## config.mk

```make
export PLATFORM = sky130hd
export DESIGN_NAME = wb_arbiter
export DESIGN_NICKNAME = d
export VERILOG_FILES = /design/src/rtl/wb_arbiter.sv
export SDC_FILE = /design/constraint.sdc
export NUM_CORES = 1
export LEC_CHECK = 0
export ABC_AREA = 0
export ABC_CLOCK_PERIOD_IN_PS = 3100
export CAP_MARGIN = 25
export CORE_ASPECT_RATIO = 0.5
export CORE_MARGIN = 5
export CORE_UTILIZATION = 53
export DETAILED_ROUTE_END_ITERATION = 12
export PLACE_DENSITY = 0.95
export SYNTH_ARGS = -nofsm -noshare
export SYNTH_HDL_FRONTEND = slang
export SYNTH_SLANG_ARGS = --single-unit
```

## constraint.sdc

```tcl
create_clock -name clk -period 3.1 [get_ports clk]
set_input_delay 0.31 -clock clk [delete_from_list [all_inputs] [get_ports clk]]
set_output_delay 0.31 -clock clk [all_outputs]
set_load 0.02 [all_outputs]
```

## src/rtl/wb_arbiter.sv

```systemverilog
// Writeback arbiter: owns the register-file write port, merging pipeline results with FIFO-buffered MDU results.
// Optional feature: define WB_MDU_BYPASS_EN to let an MDU result skip the empty FIFO and write with latency 1.
module wb_arbiter #(
  parameter int DEPTH        = 2,
  parameter int STARVE_LIMIT = 8
) (
  input  logic                     clk,
  input  logic                     rst_n,
  input  logic                     pipe_valid,
  input  logic [4:0]               pipe_dest,
  input  logic [31:0]              pipe_data,
  output logic                     pipe_stall,
  input  logic                     mdu_valid,
  output logic                     mdu_ready,
  input  logic [4:0]               mdu_dest,
  input  logic [31:0]              mdu_data,
  output logic                     rf_load,
  output logic [4:0]               rf_dest,
  output logic [31:0]              rf_in,
  input  logic [4:0]               q_a,
  input  logic [4:0]               q_b,
  input  logic [4:0]               q_d,
  output logic                     pend_a,
  output logic                     pend_b,
  output logic                     pend_d,
  output logic [$clog2(DEPTH):0]   fifo_count
);
  localparam int AW = $clog2(DEPTH);
  localparam logic [AW:0] FULL_CNT = (AW+1)'(DEPTH);
  localparam logic [7:0]  LIMIT    = 8'(STARVE_LIMIT);

  logic [4:0]       dest_mem [DEPTH];
  logic [31:0]      data_mem [DEPTH];
  logic [DEPTH-1:0] vld_q, vld_d;
  logic [AW-1:0]    wr_ptr_q, wr_ptr_d, rd_ptr_q, rd_ptr_d;
  logic [AW:0]      count_q, count_d;
  logic [7:0]       wait_q, wait_d;
  logic             stall_q, stall_d;
  logic             rf_load_q, rf_load_d;
  logic [4:0]       rf_dest_q, rf_dest_d;
  logic [31:0]      rf_in_q, rf_in_d;
  logic             fifo_empty, mdu_hs, pipe_wr, pop, push, bypass;
  logic [DEPTH-1:0] hit_a, hit_b, hit_d;

  assign fifo_empty = (count_q == '0);
  assign mdu_ready  = rst_n && (count_q < FULL_CNT);
  assign mdu_hs     = mdu_valid && mdu_ready;
  assign pipe_wr    = pipe_valid && !stall_q && (pipe_dest != '0);
  // A forced drain always pops: the head was not popped on the cycle that armed the stall.
  assign pop        = !fifo_empty && (stall_q || !pipe_wr);
`ifdef WB_MDU_BYPASS_EN
  assign bypass     = mdu_hs && fifo_empty && !pipe_wr && !stall_q && (mdu_dest != '0);
`else
  assign bypass     = 1'b0;
`endif
  assign push       = mdu_hs && (mdu_dest != '0) && !bypass;

  always_comb begin
    rf_load_d = 1'b0;
    rf_dest_d = rf_dest_q;
    rf_in_d   = rf_in_q;
    if (pipe_wr) begin
      rf_load_d = 1'b1;
      rf_dest_d = pipe_dest;
      rf_in_d   = pipe_data;
    end else if (pop) begin
      rf_load_d = 1'b1;
      rf_dest_d = dest_mem[rd_ptr_q];
      rf_in_d   = data_mem[rd_ptr_q];
    end else if (bypass) begin
      rf_load_d = 1'b1;
      rf_dest_d = mdu_dest;
      rf_in_d   = mdu_data;
    end
    wr_ptr_d = wr_ptr_q + AW'(push);
    rd_ptr_d = rd_ptr_q + AW'(pop);
    count_d  = count_q + (AW+1)'(push) - (AW+1)'(pop);
    vld_d    = vld_q;
    if (pop)  vld_d[rd_ptr_q] = 1'b0;
    if (push) vld_d[wr_ptr_q] = 1'b1;
    wait_d   = (fifo_empty || pop) ? 8'd0 : wait_q + 8'd1;
    stall_d  = !stall_q && (wait_d == LIMIT);
  end

  always_ff @(posedge clk or negedge rst_n) begin
    if (!rst_n) begin
      vld_q     <= '0;
      wr_ptr_q  <= '0;
      rd_ptr_q  <= '0;
      count_q   <= '0;
      wait_q    <= '0;
      stall_q   <= 1'b0;
      rf_load_q <= 1'b0;
      rf_dest_q <= '0;
      rf_in_q   <= '0;
    end else begin
      vld_q     <= vld_d;
      wr_ptr_q  <= wr_ptr_d;
      rd_ptr_q  <= rd_ptr_d;
      count_q   <= count_d;
      wait_q    <= wait_d;
      stall_q   <= stall_d;
      rf_load_q <= rf_load_d;
      rf_dest_q <= rf_dest_d;
      rf_in_q   <= rf_in_d;
    end
  end

  // Payload storage needs no reset; the valid bits gate every use of it.
  always_ff @(posedge clk) begin
    if (push) begin
      dest_mem[wr_ptr_q] <= mdu_dest;
      data_mem[wr_ptr_q] <= mdu_data;
    end
  end

  for (genvar gi = 0; gi < DEPTH; gi++) begin : g_pend
    assign hit_a[gi] = vld_q[gi] && (dest_mem[gi] == q_a);
    assign hit_b[gi] = vld_q[gi] && (dest_mem[gi] == q_b);
    assign hit_d[gi] = vld_q[gi] && (dest_mem[gi] == q_d);
  end

  assign pend_a     = (q_a != '0) && (|hit_a);
  assign pend_b     = (q_b != '0) && (|hit_b);
  assign pend_d     = (q_d != '0) && (|hit_d);
  assign pipe_stall = stall_q;
  assign rf_load    = rf_load_q;
  assign rf_dest    = rf_dest_q;
  assign rf_in      = rf_in_q;
  assign fifo_count = count_q;
endmodule

```

# ---- Word-level counts from Yosys, hierarchy flattened
# Memory sizes are Yosys's and may differ from the RTL's.
# Index checks and enable logic that the tools add are counted.
dict set report totals {
  reg_bits 53
  latchBits 0
  ram_bits 74
  rom_bits 0
  input_bits 93
  output_inout_bits 45
  word_cells 79
  mem_count 2
}
dict set report classes {
  n_addsub 5
  mul 0
  div 0
  order_cmp 5
  eq_ne 7
  n_shift 0
  n_mux 15
  n_bitwise 3
  n_reduce_logical 33
}
# name words word_bits rd rd_ports_with_merged_regs wr line
set mem_list {}
lappend mem_list {data_mem 2 32 1 0 1 33} ;# logic [31:0] data_mem [DEPTH];
lappend mem_list {dest_mem 2 5 3 0 1 32} ;# logic [4:0] dest_mem [DEPTH];
# operator n
set ops {}
lappend ops {{$mux 32} 2}
lappend ops {{$eq 5x5->1} 6}
lappend ops {{$reduce_bool 5->1} 5}
lappend ops {{$logic_and 1x1->1} 18}
lappend ops {{$mux 5} 2}
lappend ops {{$add 8x1->8 const B} 1}
lappend ops {{$eq 8x4->1 const B} 1}
lappend ops {{$mux 8} 1}
lappend ops {{$mux 1} 6}
lappend ops {{$reduce_or 2->1} 3}
lappend ops {{$lt 1x2->1 const B} 2}
lappend ops {{$mux 2} 2}
lappend ops {{$logic_not 1->1} 3}
lappend ops {{$add 1x1->1} 2}
lappend ops {{$add 2x1->2} 1}
lappend ops {{$and 2x2->2} 1}
lappend ops {{$demux 1 s1} 2}
lappend ops {{$ge 1x1->1 const B} 2}
lappend ops {{$logic_not 2->1} 1}
lappend ops {{$logic_or 1x1->1} 2}
lappend ops {{$lt 2x2->1 const B} 1}
lappend ops {{$not 2->2} 1}
lappend ops {{$or 2x2->2} 1}
lappend ops {{$reduce_bool 2->1} 1}
lappend ops {{$sub 2x1->2} 1}

# ---- Logic depth before layout (Yosys ltp)
# Gate-level depths: netlist of the first run.
dict set report logic_depth {
  depth_word 10
  ltp_mapped 9
}

# ---- Worst setup path before layout of the first run
# OpenSTA, ideal clock, no wires.
dict set report synth_timing {
  kind {register to register}
  start {reg count_q[1], in the netlist fifo_count[1]}
  end {mem data_mem[0][0] (enable)}
  setup_time_ps 398
  t_arrival_ps 2137
  required_ps 2702
  slack_ps 565
  stages_incl_launch_ff 5
  n_path_buf 0
  period_less_slack_ps 2535
  cell_sequence {dfrtp_1 -> nor2b_1 -> o211ai_1 -> inv_1 -> ha_1}
}
dict set report synth_via {
  elab_chain_cells 6
}
# element line
set synth_lines {}
lappend synth_lines {{start: declaration} 36} ;# logic [AW:0] count_q, count_d;
lappend synth_lines {{start signal: assignment} 100} ;# count_q <= count_d;
lappend synth_lines {{$lt 2x2->1} 46} ;# assign mdu_ready = rst_n && (count_q < FULL_CNT);
lappend synth_lines {{$logic_and 1x1->1} 46}
lappend synth_lines {{named net mdu_ready} 14} ;# output logic mdu_ready,
lappend synth_lines {{$logic_and 1x1->1} 47} ;# assign mdu_hs = mdu_valid && mdu_ready;
lappend synth_lines {{$logic_and 1x1->1} 56} ;# assign push = mdu_hs && (mdu_dest != '0) && !bypass;
lappend synth_lines {{$mux 1} 111} ;# if (push) begin
lappend synth_lines {{$mux 1 (implied by the code)} 113} ;# data_mem[wr_ptr_q] <= mdu_data;
lappend synth_lines {{end: declaration} 33}
# The timed path passes the listed nets, and every way through them passes these cells.

==> summary.md, run 1 <==
| Metric | Value |
|---|---|
| Cts repair resizes | 0 |
| GRT Util Overall | around 23% |
| XOR/XNOR Fraction of Synth Area | 6.29% |
| Layout cells sized above 1 | 6.91% |
| Via count | slightly above 4,000 |
| Netlist cell types | 33 |
| Clock Latency Late Sink | 0.41 ns |
| Dpl hpwl | 9010 um |
| First drt pass iteration count | 5 |
| Worst Hold Class | primary input to async pin |
| Wirelength, routed | about 14,000 um |
| DRC Markers | 0 |
| Fmax | 0.374 GHz |
| Commonest non-fill, non-tap cells in the layout | clkdlybuf4s50_1 (136), edfxtp_1 (74), dfrtp_1 (52) |
| GRT Max-Usage Layer | met2 |
| Synth Area per Inst | between 10 and 15 um^2 |
| Std-Cell Rows | 26 |
| TritonCTS clock tree | built |
| Hold_buf cts | 0 |
| Worst slew pin tran | about 1 ns |
| Post-synth ARST share | 41.7% |
| Simple-Gate Fraction of Synth Area | 9.83% |
| Root Buffer | clkbuf_16 |
| Startpoint class of the critical path | register |
| Multiplexer share of the synthesized area | 6.82% |
| Mapped Area | 0.00543 mm^2 |
| Power Dens Cells | 839 mW/mm^2 |
| GR Overflow Total | 0 |
| Synth warnings | 0 |
| Syn Nets | 536 |
| Final core occ | 75.1% |
| Die H | 81.6 um |
| Met3 usage | 6.63% |
| Slew margin rel. | between 30% and 40% |
| CP arrival | 2.36 ns |
| Yosys reg bits | 127 |
| Critical path type | register to output port |
| # H-tree levels | 4 |
| Minimum clock period | 2.67 ns |
| Routed vias/inst | 5.53 |
| RSZ-0062 raised after global routing | false |
| Critical path peak fanout | 4 |
| # diodes | 0 |
| Main synth FF type | edfxtp_1 |
| Largest net degree at the start of global routing | 54 |
| Final nets | 678 |
| Clock sink total | between 100 and 150 |
| Fin crit share | 86.2% |
| Synth Area in Compound Gates | 8.57% |
| Vias in the first global route | 4,306 |
| Leak | 2.99 nW |
| Buffers on Ports | 137 |
| RePlAce Congestion | 0.787 |
| Slew Viols, Final | 0 |
| Setup_tns | 0 ns |
| Reg clk slew, reported paths | 0.06 ns |
| Initial antenna violation count | 0 |
| Skew final | 0.0118 ns |
| # placed instances | 700 |
| Antenna-violating nets left | 0 |
| WL/cell | 19.1 um |
| Effective utilization at floorplan | 53.7% |
| Clock buffer depth | 2 |
| MaxCap Viol Count | 0 |
| Adder-cell share of the synthesized area | about 1.2% |
| Final hold violations | 0 |
| GRT met2 Usage | 41.0% |
| Worst VDD drop | 0.490 mV |
| DIE WIDTH | 153 um |
| Largest family of logic cells by synthesized area | simple AND/OR/NAND/NOR gates |
| Synth Instances | 438 |
| M1 GR Usage | around 25% |
| Status | complete, no violations |
| Required @ worst endpoint | 2.79 ns |
| Global-route wire length before repair | 21,500 um |
| Drt initial violations | 233 |
| Most common cell after layout, fill and taps aside | clkdlybuf4s50_1 |
| Crit. End Element | output port |
| Die area | 0.0125 mm^2 |
| Worst hold slack | just under 0.08 ns |
| Post-CTS setup buffers | 0 |
| Area Growth Syn to Fin | 39.8% |
| Sequential share of the synthesized area | around two thirds |
| Filler cells | 586 |
| Post-synth EDFFs | 74 |
| Final non-filler cell total | 733 |
| Core area | 0.0101 mm^2 |
| Endpoints failing setup | 0 |
| Io pins | ~140 |
| TritonCTS Buffers | 17 |
==> flip-flops by register name, summed over array words and instances, names as in the netlist <==
signal	cells
data_mem	64
rf_in	32
dest_mem	10
wait_q	8
rf_dest	5
fifo_count	2
vld_q	2
pipe_stall	1
rd_ptr_q	1
rf_load	1
wr_ptr_q	1
==> metrics by stage <==
step	total power [mW]	setup slack, ns	cell area, um^2
2_1_floorplan	3.41	0.565	5430
3_3_place_gp	4.15	0.653	6950
3_5_place_dp	4.22	0.579	6950
4_1_cts	6.37	0.426	7580
5_1_grt	6.65	0.308	7600
6_report	6.37	0.427	7600
==> report_power, final <==
part / switching [mW] / internal, mW / leakage (nW)
Combinational: 1.05 / 0.865 / 1.36
Sequential: 0.242 / 2.11 / 1.32
Clock: 0.684 / 1.43 / 0.304
==> cells in the mapped netlist, types with 2 or more instances <==
cell	count	area share, %
edfxtp_1	74	41
dfrtp_1	53	24
nor2_1	48	3.3
a21oi_1	40	3.7
nand2_1	38	2.6
o21ai_0	38	3.5
mux2i_1	37	6.8
xor2_1	29	4.7
clkbuf_1	12	0.83
xnor2_1	10	1.6
buf_2	8	0.74
nand3_1	8	0.74
nor4_1	7	0.81
ha_1	5	1.2
or4_1	5	0.69
inv_1	4	0.28
and3_1	3	0.35
a211oi_1	2	0.28
nor2b_1	2	0.23
o211ai_1	2	0.28
==> final timing paths <==
path / from / end / slack (ns) / cells past startpoint
min: rst_n / rf_dest[2] / 0.08 / 2
min reg2reg: wait_q[7] / wait_q[7] / 0.55 / 2
max in group asynchronous: rst_n / rd_ptr_q / 2.52 / 2
max reg2reg: fifo_count[1] / data_mem[0][0] / 0.79 / 4
max: dest_mem[0][1] / pend_a / 0.43 / 5
min in group clk: pipe_data[1] / rf_in[1] / 0.45 / 3
==> per-layer routing <==
layer / share of wire, % / up-vias
met3: 5.6 / 47
met1: 38 / 1996
met2: 53 / 157
li1: - / 1856
met5: 0 / -
met4: 3.8 / 0
==> layout make-up <==
| cell class | instances | area (um^2) | share of cell area [%] |
|---|---|---|---|
| clock buffer | 26 | 499 | 6.57 |
| tap | 140 | 175 | 2.31 |
| inverter | 4 | 15.0 | 0.198 |
| multi-input combinational | 286 | 1790 | 23.5 |
| timing repair buffer | 144 | 1440 | 19.0 |
| clock inverter | 6 | 128 | 1.68 |
| sequential | 127 | 3550 | 46.7 |
==> worst max-delay path: stages (launching register included) <==
cell and delay, ns:
edfxtp_1 0.50, xor2_1 0.21, nor4_1 0.33, nand3_1 0.13
a21oi_1 0.16, clkdlybuf4s50_1 0.62
==> cell families after synthesis <==
logic type	count (synthesis)
simple gates	118
xor+xnor	39
mux	37
buf+inv	25
compound gates	87
flops	127
fa+ha+maj	5
(Power assumes the default switching activity.)
==> run 2, diff against run 1 <==
--- a/config.mk
+++ b/config.mk
@@ -11,6 +11,7 @@
 export CORE_ASPECT_RATIO = 0.5
 export CORE_MARGIN = 5
 export CORE_UTILIZATION = 53
+export CTS_CLUSTER_DIAMETER = 100
 export DETAILED_ROUTE_END_ITERATION = 12
 export PLACE_DENSITY = 0.95
 export SYNTH_ARGS = -nofsm -noshare
==> results of run 2 <==
Final layout, timing and power as in run 1 (identical DEF).
==> run 3, diff against run 2 <==
--- a/config.mk
+++ b/config.mk
@@ -14,6 +14,8 @@
 export CTS_CLUSTER_DIAMETER = 100
 export DETAILED_ROUTE_END_ITERATION = 12
 export PLACE_DENSITY = 0.95
+export SKIP_LAST_GASP = 1
 export SYNTH_ARGS = -nofsm -noshare
 export SYNTH_HDL_FRONTEND = slang
 export SYNTH_SLANG_ARGS = --single-unit
+export TNS_END_PERCENT = 50
==> results of run 3 <==
Final layout, timing and power as in run 1 (identical DEF).
